### src/rtl/pc_unit_if.sv
// rtl/pc_unit_if.sv - control/fetch bundle for the program-counter unit
// Carries lastFrom/redirectCount only when PC_TRACE_EN is defined.
interface pc_unit_if #(
  parameter int WIDTH       = 16,
  parameter int STACK_DEPTH = 8
);
  logic [2:0]                     pcSrc;
  logic [WIDTH-1:0]               immAddr;
  logic [WIDTH-1:0]               ra;
  logic [WIDTH-1:0]               mary;
  logic                           comp;
  logic                           pcWrite;
  logic                           stall;
  logic                           call;
  logic                           ret;
  logic                           trapAck;
  logic [WIDTH-1:0]               pcOut;
  logic [$clog2(STACK_DEPTH):0]   stackDepth;
  logic                           trap;
  logic [1:0]                     trapCause;
`ifdef PC_TRACE_EN
  logic [WIDTH-1:0]               lastFrom;
  logic [15:0]                    redirectCount;
`endif

  modport master (
    output pcSrc, immAddr, ra, mary, comp, pcWrite, stall, call, ret, trapAck,
`ifdef PC_TRACE_EN
    input  lastFrom, redirectCount,
`endif
    input  pcOut, stackDepth, trap, trapCause
  );

  modport slave (
    input  pcSrc, immAddr, ra, mary, comp, pcWrite, stall, call, ret, trapAck,
`ifdef PC_TRACE_EN
    output lastFrom, redirectCount,
`endif
    output pcOut, stackDepth, trap, trapCause
  );
endinterface

### src/rtl/pc_unit.sv
// rtl/pc_unit.sv - program counter with return-address stack and overflow/underflow trap
// Optional redirect trace (lastFrom, redirectCount) enabled by PC_TRACE_EN.
module pc_unit #(
  parameter int               WIDTH        = 16,
  parameter int               STACK_DEPTH  = 8,
  parameter int               SHIFT        = 4,
  parameter logic [WIDTH-1:0] RESET_VECTOR = '0,
  parameter logic [15:0]      TRAP_VECTOR  = 16'hFFF0
) (
  input  logic clock,
  input  logic reset,
  pc_unit_if.slave bus
);
  localparam int PW = $clog2(STACK_DEPTH);
  localparam int DW = PW + 1;
  localparam logic [DW-1:0]    FULL = DW'(STACK_DEPTH);
  localparam logic [WIDTH-1:0] TVEC = WIDTH'(TRAP_VECTOR);

  typedef enum logic {RUN, TRAP} state_t;

  state_t           state;
  logic [WIDTH-1:0] pc;
  logic [DW-1:0]    depth;
  logic [WIDTH-1:0] stack [STACK_DEPTH];
  logic             trap_q;
  logic [1:0]       cause_q;

  logic [WIDTH-1:0] inc, target, next_pc;
  logic [PW-1:0]    top_idx, push_idx;
  logic             qw, ovf, unf;

  assign qw       = bus.pcWrite & ~bus.stall & (state == RUN);
  assign inc      = pc + 1'b1;
  assign top_idx  = PW'(depth - 1'b1);
  assign push_idx = depth[PW-1:0];
  assign ovf      = qw & bus.call & ~bus.ret & (depth == FULL);
  assign unf      = qw & bus.ret & (depth == '0);

  always_comb begin
    target = inc;
    case (bus.pcSrc)
      3'b000: target = inc;
      3'b001: target = pc + bus.immAddr;
      3'b010: target = bus.immAddr;
      3'b011: target = bus.ra;
      3'b100: target = bus.mary;
      3'b101: target = pc + (bus.mary << SHIFT);
      3'b110: target = bus.comp ? bus.immAddr : inc;
      3'b111: target = bus.comp ? (bus.immAddr << SHIFT) : inc;
      default: target = inc;
    endcase
  end

  // Trap entry wins over everything; a ret (alone or with call) takes the old top.
  always_comb begin
    next_pc = target;
    if (ovf || unf)
      next_pc = TVEC;
    else if (bus.ret)
      next_pc = stack[top_idx];
  end

  always_ff @(posedge clock or negedge reset) begin
    if (!reset) begin
      state   <= RUN;
      pc      <= RESET_VECTOR;
      depth   <= '0;
      trap_q  <= 1'b0;
      cause_q <= 2'b00;
      for (int i = 0; i < STACK_DEPTH; i++)
        stack[i] <= '0;
    end else begin
      case (state)
        RUN: begin
          if (ovf || unf) begin
            pc      <= TVEC;
            state   <= TRAP;
            trap_q  <= 1'b1;
            cause_q <= unf ? 2'b10 : 2'b01;
          end else if (qw) begin
            pc <= next_pc;
            if (bus.ret && bus.call)
              stack[top_idx] <= inc;
            else if (bus.ret)
              depth <= depth - 1'b1;
            else if (bus.call) begin
              stack[push_idx] <= inc;
              depth           <= depth + 1'b1;
            end
          end
        end
        TRAP: begin
          if (bus.trapAck) begin
            state   <= RUN;
            trap_q  <= 1'b0;
            cause_q <= 2'b00;
            depth   <= '0;
          end
        end
        default: state <= RUN;
      endcase
    end
  end

  assign bus.pcOut      = pc;
  assign bus.stackDepth = depth;
  assign bus.trap       = trap_q;
  assign bus.trapCause  = cause_q;

`ifdef PC_TRACE_EN
  logic [WIDTH-1:0] last_from;
  logic [15:0]      redirect_cnt;

  always_ff @(posedge clock or negedge reset) begin
    if (!reset) begin
      last_from    <= '0;
      redirect_cnt <= '0;
    end else if (qw && (next_pc != inc)) begin
      last_from <= pc;
      if (redirect_cnt != 16'hFFFF)
        redirect_cnt <= redirect_cnt + 1'b1;
    end
  end

  assign bus.lastFrom      = last_from;
  assign bus.redirectCount = redirect_cnt;
`endif
endmodule

### src/flat_wrapper.sv
// flat-port wrapper written by rule: the top's interface ports become plain ports
module pc_unit_flat 
#(
  parameter int               WIDTH        = 16,
  parameter int               STACK_DEPTH  = 8,
  parameter int               SHIFT        = 4,
  parameter logic [WIDTH-1:0] RESET_VECTOR = '0,
  parameter logic [15:0]      TRAP_VECTOR  = 16'hFFF0
)
  (clock, reset, bus_pcSrc, bus_immAddr, bus_ra, bus_mary, bus_comp, bus_pcWrite, bus_stall, bus_call, bus_ret, bus_trapAck, bus_pcOut, bus_stackDepth, bus_trap, bus_trapCause);
  pc_unit_if #(.WIDTH(WIDTH), .STACK_DEPTH(STACK_DEPTH)) bus_i ();
  input  logic clock;
  input  logic reset;
  input wire logic [$bits(bus_i.pcSrc)-1:0] bus_pcSrc;
  input wire logic [$bits(bus_i.immAddr)-1:0] bus_immAddr;
  input wire logic [$bits(bus_i.ra)-1:0] bus_ra;
  input wire logic [$bits(bus_i.mary)-1:0] bus_mary;
  input wire logic [$bits(bus_i.comp)-1:0] bus_comp;
  input wire logic [$bits(bus_i.pcWrite)-1:0] bus_pcWrite;
  input wire logic [$bits(bus_i.stall)-1:0] bus_stall;
  input wire logic [$bits(bus_i.call)-1:0] bus_call;
  input wire logic [$bits(bus_i.ret)-1:0] bus_ret;
  input wire logic [$bits(bus_i.trapAck)-1:0] bus_trapAck;
  output wire logic [$bits(bus_i.pcOut)-1:0] bus_pcOut;
  output wire logic [$bits(bus_i.stackDepth)-1:0] bus_stackDepth;
  output wire logic [$bits(bus_i.trap)-1:0] bus_trap;
  output wire logic [$bits(bus_i.trapCause)-1:0] bus_trapCause;
  assign bus_i.pcSrc = bus_pcSrc;
  assign bus_i.immAddr = bus_immAddr;
  assign bus_i.ra = bus_ra;
  assign bus_i.mary = bus_mary;
  assign bus_i.comp = bus_comp;
  assign bus_i.pcWrite = bus_pcWrite;
  assign bus_i.stall = bus_stall;
  assign bus_i.call = bus_call;
  assign bus_i.ret = bus_ret;
  assign bus_i.trapAck = bus_trapAck;
  assign bus_pcOut = bus_i.pcOut;
  assign bus_stackDepth = bus_i.stackDepth;
  assign bus_trap = bus_i.trap;
  assign bus_trapCause = bus_i.trapCause;
  pc_unit #(.WIDTH(WIDTH), .STACK_DEPTH(STACK_DEPTH), .SHIFT(SHIFT), .RESET_VECTOR(RESET_VECTOR), .TRAP_VECTOR(TRAP_VECTOR)) u_core (.clock(clock), .reset(reset), .bus(bus_i));
endmodule
### config.mk
export PLATFORM = sky130hd
export DESIGN_NAME = pc_unit_flat
export DESIGN_NICKNAME = d
export VERILOG_FILES = /design/src/rtl/pc_unit_if.sv /design/src/rtl/pc_unit.sv /design/src/flat_wrapper.sv
export SDC_FILE = /design/constraint.sdc
export NUM_CORES = 1
export LEC_CHECK = 0
export BUFFER_PORTS_ARGS = -buffer_cell sky130_fd_sc_hd__buf_4
export CORE_MARGIN = 4
export CORE_UTILIZATION = 55
export DETAILED_ROUTE_END_ITERATION = 16
export PLACE_DENSITY_LB_ADDON = 0.08
export SLEW_MARGIN = 25
export SYNTH_ARGS = -nofsm -noshare
export SYNTH_HDL_FRONTEND = slang
export SYNTH_SLANG_ARGS = --single-unit
### constraint.sdc
create_clock -name clock -period 2.6 [get_ports clock]
set_input_delay 0.52 -clock clock [delete_from_list [all_inputs] [get_ports clock]]
set_output_delay 0.52 -clock clock [all_outputs]
set_load 0.05 [all_outputs]
Yosys cells after proc, flatten, opt, wreduce, memory -nomap -nowiden --
Cells that the tools add are included.
Operators by class: order comparisons 4, multiplexer cells 35, equality and inequality tests 15, reductions and logical operators 12, add/subtract/negate cells 5, bitwise gates (word level) 13
Operator list (count):
- $mux W128 | 3
- $bwmux W128 | 2
- $mux W16 | 9
- $pmux W16 S8 | 1
- $demux W16 S3 | 2
- $bmux W16 S3 | 1
- $add A16 B16 Y16 | 2
- $mux W4 | 6
- $add A16 B1 Y16 const B | 1
- $eq A3 B3 Y1 const B | 4
- $reduce_and A5 Y1 | 2
- $ge A4 B4 Y1 const B | 2
- $lt A4 B1 Y1 const B | 2
- $ne A2 B2 Y1 const B | 4
- $not A3 Y4 | 2
- $pmux W4 S2 | 1
- $and A1 B1 Y1 | 7
- $eq A3 B2 Y1 const B | 2
- $mux W2 | 3
- $add A4 B1 Y4 const B | 1
- $eq A4 B4 Y1 const B | 1
- $logic_not A4 Y1 | 1
- $mux W1 | 4
- $ne A2 B1 Y1 const B | 2
- 11 further kinds | 19
Storage, ports and cells: flip-flop bits (word level) 152, input bits 59

Longest topological paths before layout --
depth in word-level cells 9, depth in mapped cells 13

Least setup slack after synthesis --
OpenSTA, ideal clock, no wires.
path kind register to register, start point reg u_core.depth[0], in the netlist u_core.bus.stackDepth[0], end point reg u_core.pc[3], in the netlist u_core.bus.pcOut[3], stages on the path, launching flop included 13, arrival time 2.910 ns, buffers on the path 5, period minus slack after synthesis 3.042 ns, library setup time 0.131 ns, slack -0.442 ns, cells stage by stage dfrtp_1 buf_2 buf_4 inv_1 ha_1 buf_2 buf_2 buf_1 mux4_2 nand2_1 nand2_1 a32oi_1 o21ai_0
On the way: cells in the longest elaborated chain, start to end 8, elaborated cells between the ends (all ways) 15, classes of those cells 1 x add/sub; 1 x eq/ne; 6 x mux; 3 x bitwise; 4 x reduce/logical
RTL lines:
- start: declaration | RTL line pc_unit.sv:23 | logic [DW-1:0] depth;
- start signal: assignment | RTL line pc_unit.sv:85 | depth <= depth - 1'b1;
- start signal: assignment | RTL line pc_unit.sv:88 | depth <= depth + 1'b1;
- $sub A4 B1 Y4 | RTL line pc_unit.sv:34 | assign top_idx = PW'(depth - 1'b1);
- $not A3 Y4 (implied by the code) | RTL line pc_unit.sv:60 | next_pc = stack[top_idx];
- $bmux W16 S3 | RTL line pc_unit.sv:60
- $mux W16 (implied by the code) (2 in a row) | RTL line pc_unit.sv:60
- $mux W16 | RTL line pc_unit.sv:59 | else if (bus.ret)
- $mux W16 | RTL line pc_unit.sv:80 | end else if (qw) begin
- $mux W16 | RTL line pc_unit.sv:75 | if (ovf || unf) begin
- end signal: assignment | RTL line pc_unit.sv:81 | pc <= next_pc;
- end: declaration | RTL line pc_unit.sv:22 | logic [WIDTH-1:0] pc;
Several ways; a longest one is shown, not always the timed one. The select of a mux whose other input is x is not followed. A chain may end at the register's enable or synchronous reset.

Worst setup path after layout --
start point reg u_core.pc[0], in the netlist u_core.bus.pcOut[0], end point reg u_core.pc[10], in the netlist u_core.bus.pcOut[10]
On the way: cells in the longest elaborated chain, start to end 6, elaborated cells between the ends (all ways) 9, classes of those cells 3 x add/sub; 6 x mux
RTL lines:
- $add A16 B1 Y16 | RTL line pc_unit.sv:33 | assign inc = pc + 1'b1;
- $mux W16 (on tied branches) | RTL line pc_unit.sv:49, pc_unit.sv:48
- $pmux W16 S8 * | RTL line pc_unit.sv:41 | case (bus.pcSrc)
- $mux W16 * | RTL line pc_unit.sv:59
- $mux W16 * | RTL line pc_unit.sv:80
- $mux W16 * | RTL line pc_unit.sv:75
Every way passes the cells marked *; elsewhere a longest branch is shown, timed or not. The select of a mux whose other input is x is not followed.

==> reports/metrics.cfg <==
[die]
start_util_pct = 56.6
core_area_um2 = 16800
die_w_um = 139
row_count = 47
die-area_um2 = 19400
fp.dieH_um = 139
ios = 82

[place]
portBuffers = 81
place_congestion = 0.944
post-dp-hpwl_um = 20800
pre_cts_ws_ns = -0.284
place_inst = 1365

[setup_path]
arrival_ns = 2.89
cp_top_family = compound AO/OA/AOI/OAI gates
worstSetupStartpointType = flop
crit_type = flop to flop
cp_num_buf_inv = 1
critPathCaptureType = flop
r2r_slack_ns = 0.007
worstRegToRegCells = 10
cp_max_fo = 4
crit_path_top_delay_cell = dfrtp_2
critPathMaxStageDelay_ns = 0.43
r2r_end = u_core.bus.pcOut[10]
required_ns = 2.89
r2r_start = u_core.bus.pcOut[0]
path_cells = ha_4 > inv_2 > fa_2 > nor2b_4 > o31a_1 > o41a_4 > o41ai_4 > xnor2_1 > a2111oi_2 > nor2_1

[yosys]
seq_area_frac_synth_pct = 40.1
syn_nets = 1119
synthTopCellsByArea = dfrtp_1 40%, mux4_2 6.9%, a21oi_1 5.9%
yosys.area.top_type = dfrtp_1
synth_top_cell_area_share_pct = 40.1
synth_flop_cell = dfrtp_1
synth-seq-cells = 152
yosysWarnings = 0
yosysUniqueCellTypes = 69
synthCells = 1028
synth_area_um2 = 9490
synthArstFlopShare_pct = 100
avgSynthCellArea_um2 = 9.23
synth_edf_count = 0

[routing]
vias_per_cell = 6.18
wl_per_cell_um = 20.6
drt_iter0_markers = 753
num_vias = 8647
drc = 0
dr.pass1.iters = 5
final_antenna_net_count = 0
drt_wl_total_um = 28800

[clock_network]
ctsHtreeMaxLevel = 4
clk_pin_slew_ns = 0.07
cts_tree = done
cts.sinks = 152
root_buffer = clkbuf_16
numCtsBuffers = 17
worstSkewPairLatency_ns = 0.41
clock_path_buffers = 2
cts_hold_buf = 0

[timing]
period_share_pct = 99.7
fin_skew_ns = 0.0141
setup_viol = 0
maxSlewHeadroom_pct = 59.7
rsz0062_at_grt = true
worstMarginPinSlew_ns = 0.604
hold_viol = 0
fmax_ghz = 0.386
setup_ws_ns = 0.00655
final_max_slew_viol_count = 0
final.setup.tns_ns = 0
min_period_ns = 2.59

[cells_and_area]
area_growth_pct = 22.5
seqCellArea_um2 = 3810
final_cell_mix = 174 x buf_4, 144 x dfrtp_1, 125 x nand2_1
multi_input_area_um2 = 5400
nets = 1258
mostFrequentLayoutCell = buf_4
instances_no_fill = 1400
drive_gt1_share_pct = 25.4
antenna_cells = 0
fill_cells = 1322

[grt]
grt_antenna_before_repair = 0
grt_remaining_overflow = 0
grt_pass1_wl_um = 46500
grt_pass1_vias = 8462
grt_max_degree = 62
grt_use_total_pct = 29.8

[outcome]
status = completed

[pwr]
total_power_uw = 13600
vdd_drop_max_v = 0.000596
p_leak_uw = 0.00518
power.density_nw_per_um2 = 1170

[run]
maxCapViolations = 0

[hold_path]
hold_path_class = input pin to asynchronous set/reset pin

power by group:
| part | internal, uW | switching [uW] | leakage, uW |
|---|---|---|---|
| logic | 3170 | 3950 | 0.00301 |
| clock network | 1370 | 964 | 0.000275 |
| registers | 3380 | 748 | 0.00190 |
| total | 7930 | 5670 | 0.00518 |
per-layer routing:
layer	share of wire (%)	wire, um	vias to the layer above	global-route usage, %
met5	0	0	-	0
met1	45	12900	4199	43.2
met2	47	13400	352	47.1
li1	-	-	4050	-
met4	2.1	593	0	7.98
met3	6.6	1910	46	4.63
Yosys cell counts (19+ instances only):
master      n
nand2_1   125
mux4_2     29
ha_1       30
a21oi_1   112
clkbuf_1   29
nor2_1    103
buf_2      22
nand3_1    19
dfrtp_1   152
o21ai_0   104
inv_1      20
mux2i_1    20
cells by family after synthesis:
| group | after synthesis | share of synthesized area, % |
|---|---|---|
| buffers and inverters | 85 | 4.10 |
| adders and majority gates | 32 | 4.38 |
| xor gates and xnor gates | 35 | 3.39 |
| and+or+nand+nor | 316 | 14.8 |
| DFF | 152 | 40.1 |
| AOI/OAI and AO/OA | 345 | 22.6 |
| muxes | 63 | 10.7 |
metrics by stage:
stage | cell area (um2) | utilization (%) | hold WS, ns
floorplan | 9560 | - | 0.224
global placement | 11000 | 65.7 | 0.457
detailed placement | 11000 | 65.7 | 0.466
CTS | 11600 | 69.1 | 0.113
global route | 11600 | 69.3 | 0.129
finish | 11600 | 69.3 | 0.0944
final cells by class:
type,count,share of cell area [%]
Clock buffer,22,3.99
Clock inverter,10,0.797
Inverter,21,0.678
Multi-Input combinational cell,791,46.5
Sequential cell,152,32.8
Tap cell,220,2.37
Timing Repair Buffer,184,12.9
what timing repair did:
action                                 CTS  global route
setup endpoints to repair                4             6
pin swaps                                0             2
buffers inserted                         0             3
gates resized for setup                  4             7
endpoints found under the hold margin    0             0
registers in the layout (all words and copies together), names as in the netlist:
register	count
u_core.bus.trap	1
u_core.bus.pcOut	16
u_core.bus.trapCause	2
u_core.stack	128
u_core.state	1
u_core.bus.stackDepth	4
worst reg2reg max path, cell delays in order (launching register included):
cell and delay [ns]:
dfrtp_2 0.43, ha_4 0.18, inv_2 0.06, fa_2 0.24, nor2b_4 0.05, o31a_1 0.30, o41a_4 0.41, o41ai_4 0.25
xnor2_1 0.12, a2111oi_2 0.36, nor2_1 0.08
worst max-delay path by stage:
| stage | cells past startpoint | to | slack, ns | start |
|---|---|---|---|---|
| 6_report | 10 | u_core.bus.pcOut[10] | 0.007 | u_core.bus.pcOut[0] |
| 5_1_grt | 10 | u_core.bus.pcOut[10] | -0.10 | u_core.bus.pcOut[0] |
| 4_1_cts | 10 | u_core.bus.pcOut[10] | 0.0003 | u_core.bus.pcOut[0] |
| 3_5_place_dp | 9 | u_core.bus.pcOut[15] | -0.28 | bus_immAddr[1] |
| 3_3_place_gp | 9 | u_core.bus.pcOut[15] | -0.24 | bus_immAddr[1] |
| 2_1_floorplan | 10 | u_core.bus.pcOut[10] | -0.002 | u_core.bus.pcOut[0] |
No activity file was read; power rests on OpenSTA's default activity.
